**config.mk**
```make
export PLATFORM = sky130hd
export DESIGN_NAME = nvme_cmd_sequencer
export DESIGN_NICKNAME = d
export VERILOG_FILES = /design/src/rtl/nvme_cmd_sequencer.sv
export SDC_FILE = /design/constraint.sdc
export NUM_CORES = 1
export LEC_CHECK = 0
export ABC_AREA = 0
export CELL_PAD_IN_SITES_DETAIL_PLACEMENT = 1
export CELL_PAD_IN_SITES_GLOBAL_PLACEMENT = 1
export CORE_ASPECT_RATIO = 2
export CORE_MARGIN = 5
export CORE_UTILIZATION = 43
export DETAILED_ROUTE_END_ITERATION = 7
export PLACE_DENSITY_LB_ADDON = 0.1
export SYNTH_ARGS = -nofsm -noshare
export SYNTH_HDL_FRONTEND = slang
export SYNTH_SLANG_ARGS = --single-unit
export TNS_END_PERCENT = 50
```
**constraint.sdc**
```tcl
create_clock -name clk -period 17.95 [get_ports clk]
set_input_delay 4.4875 -clock clk [delete_from_list [all_inputs] [get_ports clk]]
set_output_delay 4.4875 -clock clk [all_outputs]
set_load 0.05 [all_outputs]
```
**src/rtl/nvme_cmd_sequencer.sv**
```systemverilog
// nvme_cmd_sequencer: request FIFO, outstanding-command limiter, completion
// skid and release FIFO between a user front end and an NVMe SSD back end.
// Optional macro NVME_CMD_SEQ_PERF_CNT_EN adds perf_* counter outputs.

package ed_mc_axi_if_pkg;
    typedef struct packed {
        logic        ssd_rq_valid;
        logic        ssd_rq_type;
        logic [63:0] ssd_rq_addr;
        logic [63:0] ssd_rq_hash;
        logic [11:0] ssd_rq_fe_id;
        logic        ssd_cp_ready;
        logic        ssd_rl_valid;
        logic [11:0] ssd_rl_be_id;
        logic        ssd_bf_ready;
        logic        ssd_ack_valid;
        logic [11:0] ssd_ack_be_id;
    } t_to_nvme_axi4;

    typedef struct packed {
        logic        ssd_rq_ready;
        logic        ssd_cp_valid;
        logic [63:0] ssd_cp_addr;
        logic [11:0] ssd_cp_fe_id;
        logic [11:0] ssd_cp_be_id;
        logic        ssd_rl_ready;
        logic        ssd_bf_valid;
        logic [63:0] ssd_bf_addr;
        logic [11:0] ssd_bf_fe_id;
        logic [11:0] ssd_bf_be_id;
        logic        ssd_ack_ready;
    } t_from_nvme_axi4;
endpackage

module nvme_cmd_sequencer
    import ed_mc_axi_if_pkg::*;
#(
    parameter int FIFO_DEPTH      = 8,
    parameter int MAX_OUTSTANDING = 16,
    parameter int RL_FIFO_DEPTH   = 4
) (
    input  logic                               clk,
    input  logic                               rst,
    input  logic                               req_valid,
    output logic                               req_ready,
    input  logic                               req_type,
    input  logic [63:0]                        req_addr,
    input  logic [63:0]                        req_hash,
    input  logic [11:0]                        req_fe_id,
    output logic                               cpl_valid,
    input  logic                               cpl_ready,
    output logic [63:0]                        cpl_addr,
    output logic [11:0]                        cpl_fe_id,
    output logic [11:0]                        cpl_be_id,
    output logic                               bf_valid,
    input  logic                               bf_ready,
    output logic [63:0]                        bf_addr,
    output logic [11:0]                        bf_fe_id,
    output logic [11:0]                        bf_be_id,
    input  logic                               ack_valid,
    output logic                               ack_ready,
    input  logic [11:0]                        ack_be_id,
    output t_to_nvme_axi4                      to_nvme,
    input  t_from_nvme_axi4                    from_nvme,
`ifdef NVME_CMD_SEQ_PERF_CNT_EN
    output logic [31:0]                        perf_issued,
    output logic [31:0]                        perf_released,
    output logic [31:0]                        perf_stall_cycles,
`endif
    output logic [$clog2(MAX_OUTSTANDING):0]   outstanding,
    output logic                               err_underflow
);

    localparam int AW  = $clog2(FIFO_DEPTH);
    localparam int CW  = AW + 1;
    localparam int RAW = $clog2(RL_FIFO_DEPTH);
    localparam int RCW = RAW + 1;
    localparam int OW  = $clog2(MAX_OUTSTANDING) + 1;
    localparam int EW  = 1 + 64 + 64 + 12;
    localparam logic [CW-1:0]  RQ_FULL = CW'(FIFO_DEPTH);
    localparam logic [RCW-1:0] RL_FULL = RCW'(RL_FIFO_DEPTH);
    localparam logic [OW-1:0]  MAX_C   = OW'(MAX_OUTSTANDING);

    logic [EW-1:0]  r_rq_mem [FIFO_DEPTH];
    logic [AW-1:0]  r_rq_wp;
    logic [AW-1:0]  r_rq_rp;
    logic [CW-1:0]  r_rq_cnt;
    logic [11:0]    r_rl_mem [RL_FIFO_DEPTH];
    logic [RAW-1:0] r_rl_wp;
    logic [RAW-1:0] r_rl_rp;
    logic [RCW-1:0] r_rl_cnt;
    logic [OW-1:0]  r_outstanding;
    logic           r_err;
    logic           r_sk_full;
    logic [63:0]    r_sk_addr;
    logic [11:0]    r_sk_fe;
    logic [11:0]    r_sk_be;

    logic           w_req_ready;
    logic           w_req_hs;
    logic           w_rq_valid;
    logic           w_issue;
    logic           w_rl_full;
    logic           w_cpl_valid;
    logic           w_cpl_hs;
    logic           w_cp_ready;
    logic           w_cp_hs;
    logic           w_rl_valid;
    logic           w_release;
    logic [EW-1:0]  w_rq_head;

    // Handshake qualifiers; everything is forced idle while rst is high
    assign w_req_ready = !rst && (r_rq_cnt != RQ_FULL);
    assign w_req_hs    = req_valid && w_req_ready;
    assign w_rq_valid  = !rst && (r_rq_cnt != '0) && (r_outstanding < MAX_C);
    assign w_issue     = w_rq_valid && from_nvme.ssd_rq_ready;
    assign w_rl_full   = (r_rl_cnt == RL_FULL);
    assign w_cpl_valid = !rst && r_sk_full && !w_rl_full;
    assign w_cpl_hs    = w_cpl_valid && cpl_ready;
    assign w_cp_ready  = !rst && (!r_sk_full || w_cpl_hs);
    assign w_cp_hs     = from_nvme.ssd_cp_valid && w_cp_ready;
    assign w_rl_valid  = !rst && (r_rl_cnt != '0);
    assign w_release   = w_rl_valid && from_nvme.ssd_rl_ready;
    assign w_rq_head   = r_rq_mem[r_rq_rp];

    // Request FIFO storage
    always_ff @(posedge clk) begin
        if (w_req_hs)
            r_rq_mem[r_rq_wp] <= {req_type, req_addr, req_hash, req_fe_id};
    end

    // Request FIFO pointers and occupancy
    always_ff @(posedge clk) begin
        if (rst) begin
            r_rq_wp  <= '0;
            r_rq_rp  <= '0;
            r_rq_cnt <= '0;
        end else begin
            if (w_req_hs)
                r_rq_wp <= r_rq_wp + AW'(1);
            if (w_issue)
                r_rq_rp <= r_rq_rp + AW'(1);
            if (w_req_hs && !w_issue)
                r_rq_cnt <= r_rq_cnt + CW'(1);
            else if (!w_req_hs && w_issue)
                r_rq_cnt <= r_rq_cnt - CW'(1);
        end
    end

    // Release FIFO storage
    always_ff @(posedge clk) begin
        if (w_cpl_hs)
            r_rl_mem[r_rl_wp] <= r_sk_be;
    end

    // Release FIFO pointers and occupancy
    always_ff @(posedge clk) begin
        if (rst) begin
            r_rl_wp  <= '0;
            r_rl_rp  <= '0;
            r_rl_cnt <= '0;
        end else begin
            if (w_cpl_hs)
                r_rl_wp <= r_rl_wp + RAW'(1);
            if (w_release)
                r_rl_rp <= r_rl_rp + RAW'(1);
            if (w_cpl_hs && !w_release)
                r_rl_cnt <= r_rl_cnt + RCW'(1);
            else if (!w_cpl_hs && w_release)
                r_rl_cnt <= r_rl_cnt - RCW'(1);
        end
    end

    // Outstanding counter; a release with nothing live latches the error
    always_ff @(posedge clk) begin
        if (rst) begin
            r_outstanding <= '0;
            r_err         <= 1'b0;
        end else begin
            if (w_issue && !w_release)
                r_outstanding <= r_outstanding + OW'(1);
            else if (!w_issue && w_release && r_outstanding != '0)
                r_outstanding <= r_outstanding - OW'(1);
            if (w_release && r_outstanding == '0)
                r_err <= 1'b1;
        end
    end

    // Single-entry completion skid register
    always_ff @(posedge clk) begin
        if (rst) begin
            r_sk_full <= 1'b0;
            r_sk_addr <= '0;
            r_sk_fe   <= '0;
            r_sk_be   <= '0;
        end else if (w_cp_hs) begin
            r_sk_full <= 1'b1;
            r_sk_addr <= from_nvme.ssd_cp_addr;
            r_sk_fe   <= from_nvme.ssd_cp_fe_id;
            r_sk_be   <= from_nvme.ssd_cp_be_id;
        end else if (w_cpl_hs) begin
            r_sk_full <= 1'b0;
        end
    end

`ifdef NVME_CMD_SEQ_PERF_CNT_EN
    logic [31:0] r_perf_iss;
    logic [31:0] r_perf_rel;
    logic [31:0] r_perf_stall;

    // Free-running performance counters, wrapping at 2^32
    always_ff @(posedge clk) begin
        if (rst) begin
            r_perf_iss   <= '0;
            r_perf_rel   <= '0;
            r_perf_stall <= '0;
        end else begin
            if (w_issue)
                r_perf_iss <= r_perf_iss + 32'd1;
            if (w_release)
                r_perf_rel <= r_perf_rel + 32'd1;
            if (r_rq_cnt != '0 && r_outstanding == MAX_C)
                r_perf_stall <= r_perf_stall + 32'd1;
        end
    end

    assign perf_issued       = r_perf_iss;
    assign perf_released     = r_perf_rel;
    assign perf_stall_cycles = r_perf_stall;
`endif

    // SSD-side outputs: request head, skid ready, release head, write path
    always_comb begin
        to_nvme               = '0;
        to_nvme.ssd_rq_valid  = w_rq_valid;
        to_nvme.ssd_rq_type   = w_rq_head[EW-1];
        to_nvme.ssd_rq_addr   = w_rq_head[139:76];
        to_nvme.ssd_rq_hash   = w_rq_head[75:12];
        to_nvme.ssd_rq_fe_id  = w_rq_head[11:0];
        to_nvme.ssd_cp_ready  = w_cp_ready;
        to_nvme.ssd_rl_valid  = w_rl_valid;
        to_nvme.ssd_rl_be_id  = r_rl_mem[r_rl_rp];
        to_nvme.ssd_bf_ready  = bf_ready;
        to_nvme.ssd_ack_valid = ack_valid;
        to_nvme.ssd_ack_be_id = ack_be_id;
    end

    assign req_ready     = w_req_ready;
    assign cpl_valid     = w_cpl_valid;
    assign cpl_addr      = r_sk_addr;
    assign cpl_fe_id     = r_sk_fe;
    assign cpl_be_id     = r_sk_be;
    assign bf_valid      = from_nvme.ssd_bf_valid;
    assign bf_addr       = from_nvme.ssd_bf_addr;
    assign bf_fe_id      = from_nvme.ssd_bf_fe_id;
    assign bf_be_id      = from_nvme.ssd_bf_be_id;
    assign ack_ready     = from_nvme.ssd_ack_ready;
    assign outstanding   = r_outstanding;
    assign err_underflow = r_err;

endmodule

```
==> flow_summary.ini, run 1 <==
[outcome]
status = finished, final reports clean

[yosys]
ys_ff_latch = 1293
synth_area_mm2 = 0.0497
synth_cell_type_count = 39
synth_edf_count = 1176
ys.flop_type = edfxtp_1
synth.area.top_cells = edfxtp_1, mux4_2, dfxtp_1
ys_seq_area_share_pct = 75.7
yosys.area.top_type_share_pct = 71.0
yosysTopAreaCell = edfxtp_1
yosysWarnings = 0
synth.avg_cell_area_um2 = 21.0
synth_cells = 2362
ys_async_sr_fraction_pct = 0
syn_nets = 2719

[clocking]
cts_tree = built
clockBufferDepth = 3
clk_latency_ns = 0.70
cts-resized-gates = 0
cts_sinks = 1293
numCtsBuffers = 112
postCtsSetupBuffers = 0
cts_root_buffer = clkbuf_16
path_clk_slew_ns = 0.07
cts.htree.levels = 3
hold_buffers = 0

[floorplanning]
die_x_um = 250
pin_count = 696
fp.dieArea_mm2 = 0.123
rows = 176
design.core.area_mm2 = 0.115
initial_core_util_pct = 43.3
die_h_um = 491

[setup_path]
worst_ep_arrival_time_ns = 6.68
crit_chain = buf_4, buf_4, a21oi_1, clkdlybuf4s50_1
start_kind = input pin
max_stage_delay_ns = 0.78
worstPathRequired_ns = 13.46
crit_fanout = 67
path_class = input pin to output port
crit_slowest_cell = buf_4
cp_common_cell = buf_4
crit_path_end_kind = output port

[flow_run]
maxCapViolCount = 0

[drt]
vias = 23800
vias_per_cell = 5.43
ant_nets = 0
remaining_drc_errors = 0
drt_iter0_drc = 1579
wl_per_cell_um = 28.5
routed_wl_mm = 125
dr.pass1.iters = 4

[cells_and_area]
fin_cells = 4384
drive_above_1_share_pct = 23.2
final_nets = 3124
final_cell_mix = edfxtp_1, clkdlybuf4s50_1, mux4_2
area_growth_pct = 19.0
final_common_cell = edfxtp_1

[sta]
fin_crit_sh_pct = 62.2
finClkSkew_ns = 0.0158
relSlewSlack_pct = 22.1
worst_pin_slew_ns = 1.17
slew_viol_final = 0
rsz0062_at_grt = no
period_minus_slack_ns = 11.17
finalHoldViolations = 0
finalSetupViolations = 0
clock.fmax_mhz = 89.6
setup_tns_ns = 0

[power_and_ir_drop]
swShare_pct = 27.0
ir_drop_v = 0.000117
p_int_mw = 5.32
comb_power_share_pct = 20.1
power.density_mw_per_mm2 = 123
seqPwrFrac_pct = 47.2
power.net_switching_mw = 1.97
leakage_nw = 18.3
clkPwrFrac_pct = 32.7

[place]
numPortBuffers = 487
dpl.cell_count = 4166
gp_routability_congestion = 0.775
hpwl_mm = 75.0

[grt]
grt_pass1_wl_mm = 184
grt_max_degree = 111
grt_pass1_vias = 26500
antenna_found_initial = 29
gr-total-overflow = 0
grt_use_total_pct = 20.1

[hold_path]
hold_path_class = register to register
-- cell families (layout without fill, tap and decap cells) --
family | count (synthesis) | count (layout) | share of synthesized area [%]
AOI/OAI and AO/OA | 107 | 107 | 2.07
xor gates and xnor gates | 13 | 13 | 0.229
adders and majority gates | 17 | 17 | 0.473
buffers and inverters | 332 | 828 | 3.47
DFF | 1293 | 1293 | 75.7
muxes | 441 | 441 | 16.6
other | 0 | 13 | 0
and+or+nand+nor | 159 | 159 | 1.39
-- cells in the mapped netlist (2+ instances only) --
cell,count
edfxtp_1,1176
a21oi_1,11
nand2_1,99
nor4_1,2
o32ai_1,68
buf_4,108
xnor2_1,6
xor2_1,7
mux2i_1,6
clkbuf_1,74
o32ai_2,20
inv_1,99
nand2b_1,9
a21o_1,3
buf_1,9
mux2_2,141
mux4_2,294
buf_6,4
o21ai_0,3
or3_1,2
nor3b_1,3
and2_1,6
buf_2,36
ha_1,14
dfxtp_1,117
fa_1,3
nor2_1,25
nor3_1,6
-- per-stage QoR --
| stage | utilization, % | cell area (um2) | power [mW] | setup slack (ns) | hold slack, ns |
|---|---|---|---|---|---|
| final | 51.5 | 59200 | 7.30 | 6.78 | 0.475 |
| after global routing | 51.5 | 59100 | 7.61 | 6.67 | 0.500 |
| after CTS | 51.4 | 59100 | 7.41 | 6.78 | 0.479 |
| after detailed placement | 48.3 | 55500 | 5.00 | 6.79 | 0.468 |
| after global placement | 48.3 | 55500 | 4.97 | 6.84 | 0.453 |
| after floorplan | - | 49700 | 4.58 | 2.25 | 0.454 |
-- worst max-delay path, delay by kind of cell --
family                 cells  cell delay (ns)
buffers and inverters      3             2.02
AO/OA/AOI/OAI              1             0.13
-- power groups by stage --
stage | registers [mW] | logic (mW) | clock network (mW)
after floorplan | 3.56 | 1.02 | 0
after CTS | 3.45 | 1.50 | 2.46
final | 3.44 | 1.46 | 2.39
after detailed placement | 3.51 | 1.49 | 0
after global routing | 3.45 | 1.56 | 2.60
after global placement | 3.50 | 1.47 | 0
-- worst paths after layout --
check,from,to,slack (ns),cells past startpoint
max,rst,req_ready,6.78,4
min,cpl_addr[32],cpl_addr[32],0.48,2
max reg2reg,r_rq_cnt[0],r_rq_mem[2][86],13.80,5
min reg2reg,cpl_addr[32],cpl_addr[32],0.48,2
-- layout make-up --
cell class	count	area (um2)
antenna	13	32.5
clock buffer	153	3090
clock inverter	52	509
fill	10300	55800
inverter	101	379
multi-input combinational	737	10400
sequential	1293	37700
tap	1513	1890
timing repair buffer	522	5190
-- flip-flops by register name, summed over array words and instances (netlist names), named ones only --
name,flops
r_rq_mem,1128
cpl_addr,64
r_rl_mem,48
cpl_be_id,12
cpl_fe_id,12
outstanding,5
r_rq_cnt,4
r_rl_cnt,3
r_rq_rp,3
r_rq_wp,3
r_rl_rp,2
r_rl_wp,2
err_underflow,1
r_sk_full,1
-- routing by layer --
metal / share of wire, % / up-vias / routed length (um) / GRT usage [%]
met5: 0.13 / - / 162 / 0
met4: 2.9 / 26 / 3650 / 6.33
met3: 7.1 / 254 / 8870 / 6.12
met2: 53 / 667 / 65900 / 35.6
met1: 37 / 12600 / 46400 / 23.4
li1: - / 10300 / - / -
Note: power is estimated with default switching activity, not from simulation.
==> run 2: changes to the inputs <==
==> constraint.sdc (replaced) <==
create_clock -name clk -period 10.5 [get_ports clk]
set_input_delay 2.625 -clock clk [delete_from_list [all_inputs] [get_ports clk]]
set_output_delay 2.625 -clock clk [all_outputs]
set_load 0.05 [all_outputs]
==> run 2 against run 1 <==
Setup slack got worse by 3.9 ns. Sequential share of layout area decreased by 0.17 points. Cell count about the same. Sequential power increased by 72%. Die area unchanged. Clock power increased by 74%. Total power increased by 72%. Flip-flop and latch count unchanged. Core utilization increased by 0.14 points. Register-to-register slack got worse by 7.2 ns. Critical endpoint is now to_nvme[27]. Largest cell class unchanged. Highest routed layer unchanged.
==> flow_summary.ini, run 2 (synthesized netlist as in run 1, its figures left out) <==
[sta]
setup_tns_ns = 0
period_minus_slack_ns = 7.66
rsz0062_at_grt = no
clock.fmax_mhz = 130
timing.hold.ws_ns = 0.478
worst_pin_slew_ns = 1.28
finClkSkew_ns = 0.0213
finalHoldViolations = 0
relSlewSlack_pct = 13.5
finalSetupViolations = 0
slew_viol_final = 0
fin_crit_sh_pct = 73.0

[floorplanning]
design.core.area_mm2 = 0.115
die_x_um = 250
initial_core_util_pct = 43.3
fp.dieArea_mm2 = 0.123
die_h_um = 491
rows = 176
pin_count = 696

[power_and_ir_drop]
ir_drop_v = 0.000151
leakage_nw = 18.4
power.density_mw_per_mm2 = 212
power_mw = 12.6

[clocking]
hold_buffers = 0
numCtsBuffers = 111
cts_root_buffer = clkbuf_16
cts.htree.levels = 3
cts_tree = built
postCtsSetupBuffers = 0
cts-resized-gates = 0
cts_sinks = 1293
path_clk_slew_ns = 0.07
clockBufferDepth = 3
clk_latency_ns = 0.71

[grt]
grt_pass1_vias = 26400
grt_use_total_pct = 20.8
gr-total-overflow = 0
grt_max_degree = 129
grt_pass1_wl_mm = 189
antenna_found_initial = 36

[setup_path]
max_stage_delay_ns = 0.86
start_kind = input pin
crit_chain = buf_4, nor2b_1, nand3_2, a21o_4, inv_2, clkdlybuf4s50_1
r2r_slack_ns = 6.63
worstSetupEndpoint = to_nvme[27]
path_class = input pin to output port
worstPathRequired_ns = 7.88
crit_slowest_cell = a21o_4
reg2reg_depth = 5
startpoint = rst
worst_ep_arrival_time_ns = 5.04
crit_fanout = 89
r2r_start = r_rq_cnt[0]
crit_path_end_kind = output port
regToRegEndpoint = r_rq_mem[5][126]

[place]
dpl.cell_count = 4170
hpwl_mm = 82.2
numPortBuffers = 487
place_area_mm2 = 0.0556
gp_routability_congestion = 0.789

[cells_and_area]
design_area_mm2 = 0.0593
top_register = r_rq_mem
largest_reg_flops = 1128
fillerInstances = 10300
fin_cells = 4387
final_cell_mix = edfxtp_1, clkdlybuf4s50_1, mux4_2
final_common_cell = edfxtp_1
final_nets = 3127
multi_input_area_mm2 = 0.0104
area_growth_pct = 19.3
seq_area_mm2 = 0.0377
drive_above_1_share_pct = 23.9

[drt]
ant_nets = 0
wl_per_cell_um = 29.6
remaining_drc_errors = 0
drt_iter0_drc = 1295
dr.pass1.iters = 5
vias = 23800
routed_wl_mm = 130
vias_per_cell = 5.42

[outcome]
status = finished, final reports clean

[flow_run]
maxCapViolCount = 0

[hold_path]
hold_path_class = register to register
[run 2: cell types whose count changed in the layout (fill, tap and decap cells not counted), moves of 3 or more]
cell / previous run / this run
clkinvlp_2: 0 / 3
clkinv_2: 10 / 25
clkbuf_1: 30 / 15
clkinvlp_4: 6 / 3
[run 2: metal layers]
layer / GRT usage [%] / wire length, um
met1: 22.6 / 44700
met2: 38.3 / 70800
met3: 6.61 / 9680
met4: 6.86 / 4210
met5: 0 / 240
[run 2: cell type report]
cell class | instances | area share (%)
Clock inverter | 68 | 1.13
Inverter | 101 | 0.639
Sequential cell | 1293 | 63.5
Multi-Input combinational cell | 737 | 17.5
Tap cell | 1513 | 3.19
Antenna cell | 13 | 0.0548
Clock buffer | 136 | 5.10
Timing Repair Buffer | 526 | 8.84
[run 2: worst min path at each step]
stage / startpoint / endpoint / slack [ns] / cells past startpoint
floorplan: r_rq_rp[1] / register / 0.45 / 2
global placement: err_underflow / err_underflow / 0.45 / 2
detailed placement: err_underflow / err_underflow / 0.46 / 2
CTS: err_underflow / err_underflow / 0.47 / 2
global route: cpl_addr[50] / cpl_addr[50] / 0.50 / 2
finish: err_underflow / err_underflow / 0.48 / 2
[run 2: per-stage QoR]
step	utilization, %	setup slack (ns)
after floorplan	-	-3.31
after global placement	48.4	2.83
after detailed placement	48.4	2.83
after CTS	51.6	2.83
after global routing	51.6	2.73
final	51.6	2.84
[run 2: report_power, final]
| group | switching [mW] | internal (mW) | leakage, nW |
|---|---|---|---|
| Sequential | 0.115 | 5.78 | 11.6 |
| Clock | 1.83 | 2.33 | 1.82 |
| Combinational | 1.47 | 1.04 | 5.01 |
| Total | 3.42 | 9.15 | 18.4 |
[run 2: critical path: cells and delay by family]
| kind | cells | cell delay [ns] |
|---|---|---|
| simple gates | 2 | 0.28 |
| compound gates | 1 | 0.86 |
| buf+inv | 3 | 1.26 |
==> run 3: changes to the inputs <==
==> constraint.sdc (replaced) <==
create_clock -name clk -period 7 [get_ports clk]
set_input_delay 1.75 -clock clk [delete_from_list [all_inputs] [get_ports clk]]
set_output_delay 1.75 -clock clk [all_outputs]
set_load 0.05 [all_outputs]
==> run 3 against run 2 <==
Non-clock buffer count is 20 higher. Sequential share of layout area is 0.27 points lower. Core utilization is 0.22 points higher. Flip-flop and latch count stayed put. Design area is 0.42% higher. Highest routed layer unchanged.
==> flow_summary.ini, run 3 (synthesized netlist as in run 1, its figures left out) <==
[outcome]
status = finished, final reports clean

[cells_and_area]
final_cell_mix = edfxtp_1, clkdlybuf4s50_1, mux4_2
fillerInstances = 10300
drive_above_1_share_pct = 23.8
area_growth_pct = 19.8
fin_cells = 4411
final_common_cell = edfxtp_1
fin_util_pct = 51.8
top_register = r_rq_mem
final_nets = 3148
largest_reg_flops = 1128

[hold_path]
min_to = cpl_addr[52]
hold_path_class = register to register
hold_path_startpoint = cpl_addr[52]
hold_depth = 2

[clocking]
hold_buffers = 0
cts_sinks = 1293
postCtsSetupBuffers = 0
cts.htree.levels = 3
cts_root_buffer = clkbuf_16
cts_tree = built
numCtsBuffers = 112
path_clk_slew_ns = 0.07
clk_latency_ns = 0.73
cts-resized-gates = 0
clockBufferDepth = 3

[drt]
wl_per_cell_um = 28.9
dr.pass1.iters = 5
ant_nets = 0
routed_wl_mm = 128
drt_iter0_drc = 1289
vias_per_cell = 5.40
vias = 23800
remaining_drc_errors = 0

[grt]
grt_max_degree = 108
grt_use_total_pct = 20.6
gr-total-overflow = 0
grt_pass1_wl_mm = 187
antenna_found_initial = 43
grt_pass1_vias = 26500

[place]
gp_routability_congestion = 0.799
dpl.cell_count = 4190
numPortBuffers = 487
hpwl_mm = 80.7

[setup_path]
worst_ep_arrival_time_ns = 3.85
regToRegEndpoint = r_rq_mem[2][117]
crit_fanout = 29
reg2reg_depth = 5
worstPathRequired_ns = 5.25
start_kind = register
crit_path_end_kind = output port
r2r_start = r_rq_cnt[0]
path_class = register to output port
r2r_slack_ns = 3.54

[sta]
rsz0062_at_grt = no
worst_pin_slew_ns = 1.12
period_minus_slack_ns = 5.60
fin_crit_sh_pct = 80.0
finalSetupViolations = 0
relSlewSlack_pct = 25.1
finClkSkew_ns = 0.0329
slew_viol_final = 0
finalHoldViolations = 0
clock.fmax_mhz = 179

[power_and_ir_drop]
ir_drop_v = 0.000257
power_mw = 18.7
power.density_mw_per_mm2 = 314
leakage_nw = 18.5

[floorplanning]
initial_core_util_pct = 43.3
design.core.area_mm2 = 0.115
fp.dieArea_mm2 = 0.123
rows = 176
die_x_um = 250
die_h_um = 491
pin_count = 696

[flow_run]
maxCapViolCount = 0
## run 3: cell types whose count changed in the layout (fill, tap and decap cells not counted), sizes merged
cell	previous run	this run
diode	13	20
bufinv	11	9
clkinvlp	6	7
clkinv	48	46
buf	41	61
## run 3: worst max path at each step
stage	to	slack [ns]	depth (start not counted)
finish	to_nvme[164]	1.40	4
global route	to_nvme[159]	1.14	4
CTS	to_nvme[164]	1.22	4
detailed placement	r_rq_cnt[3]	1.66	12
global placement	r_rq_cnt[3]	1.75	12
floorplan	r_rq_mem[6][0]	-2.17	4
## run 3: worst max-delay path: stages (launching register included)
cell and delay, ns:
dfxtp_4 0.79, buf_4 0.61, mux4_2 0.60, mux2_2 0.32
clkdlybuf4s50_1 0.73
## run 3: layer usage
layer / up-vias / GRT usage, % / part of all wire (%)
met3: 254 / 6.98 / 7.5
met1: 12500 / 22.6 / 35
met2: 657 / 37.0 / 54
li1: 10300 / - / -
met4: 32 / 7.43 / 3.1
met5: - / 0 / 0.16
## run 3: power by group
group / internal (mW) / total, mW / leakage [nW] / switching (mW)
sequential: 8.67 / 8.82 / 11.6 / 0.151
combinational: 1.59 / 3.80 / 5.15 / 2.22
clock: 3.31 / 6.05 / 1.72 / 2.74
## run 3: layout make-up
type	count	area (um2)	area share, %
Clock inverter	65	643	1.08
Inverter	101	379	0.636
Timing Repair Buffer	546	5610	9.42
Multi-Input combinational cell	737	10400	17.5
Clock buffer	136	2920	4.91
Tap cell	1513	1890	3.18
Antenna cell	20	50.0	0.0840
Sequential cell	1293	37700	63.2
## run 3: per-stage QoR
| stage | TNS, ns | worst slack, ns | instance area (um2) | hold slack (ns) |
|---|---|---|---|---|
| floorplan | -2276.41 | -2.17 | 49700 | 0.454 |
| global placement | 0 | 1.75 | 56000 | 0.457 |
| detailed placement | 0 | 1.66 | 56000 | 0.465 |
| CTS | 0 | 1.22 | 59500 | 0.482 |
| global route | 0 | 1.14 | 59600 | 0.498 |
| finish | 0 | 1.40 | 59600 | 0.479 |
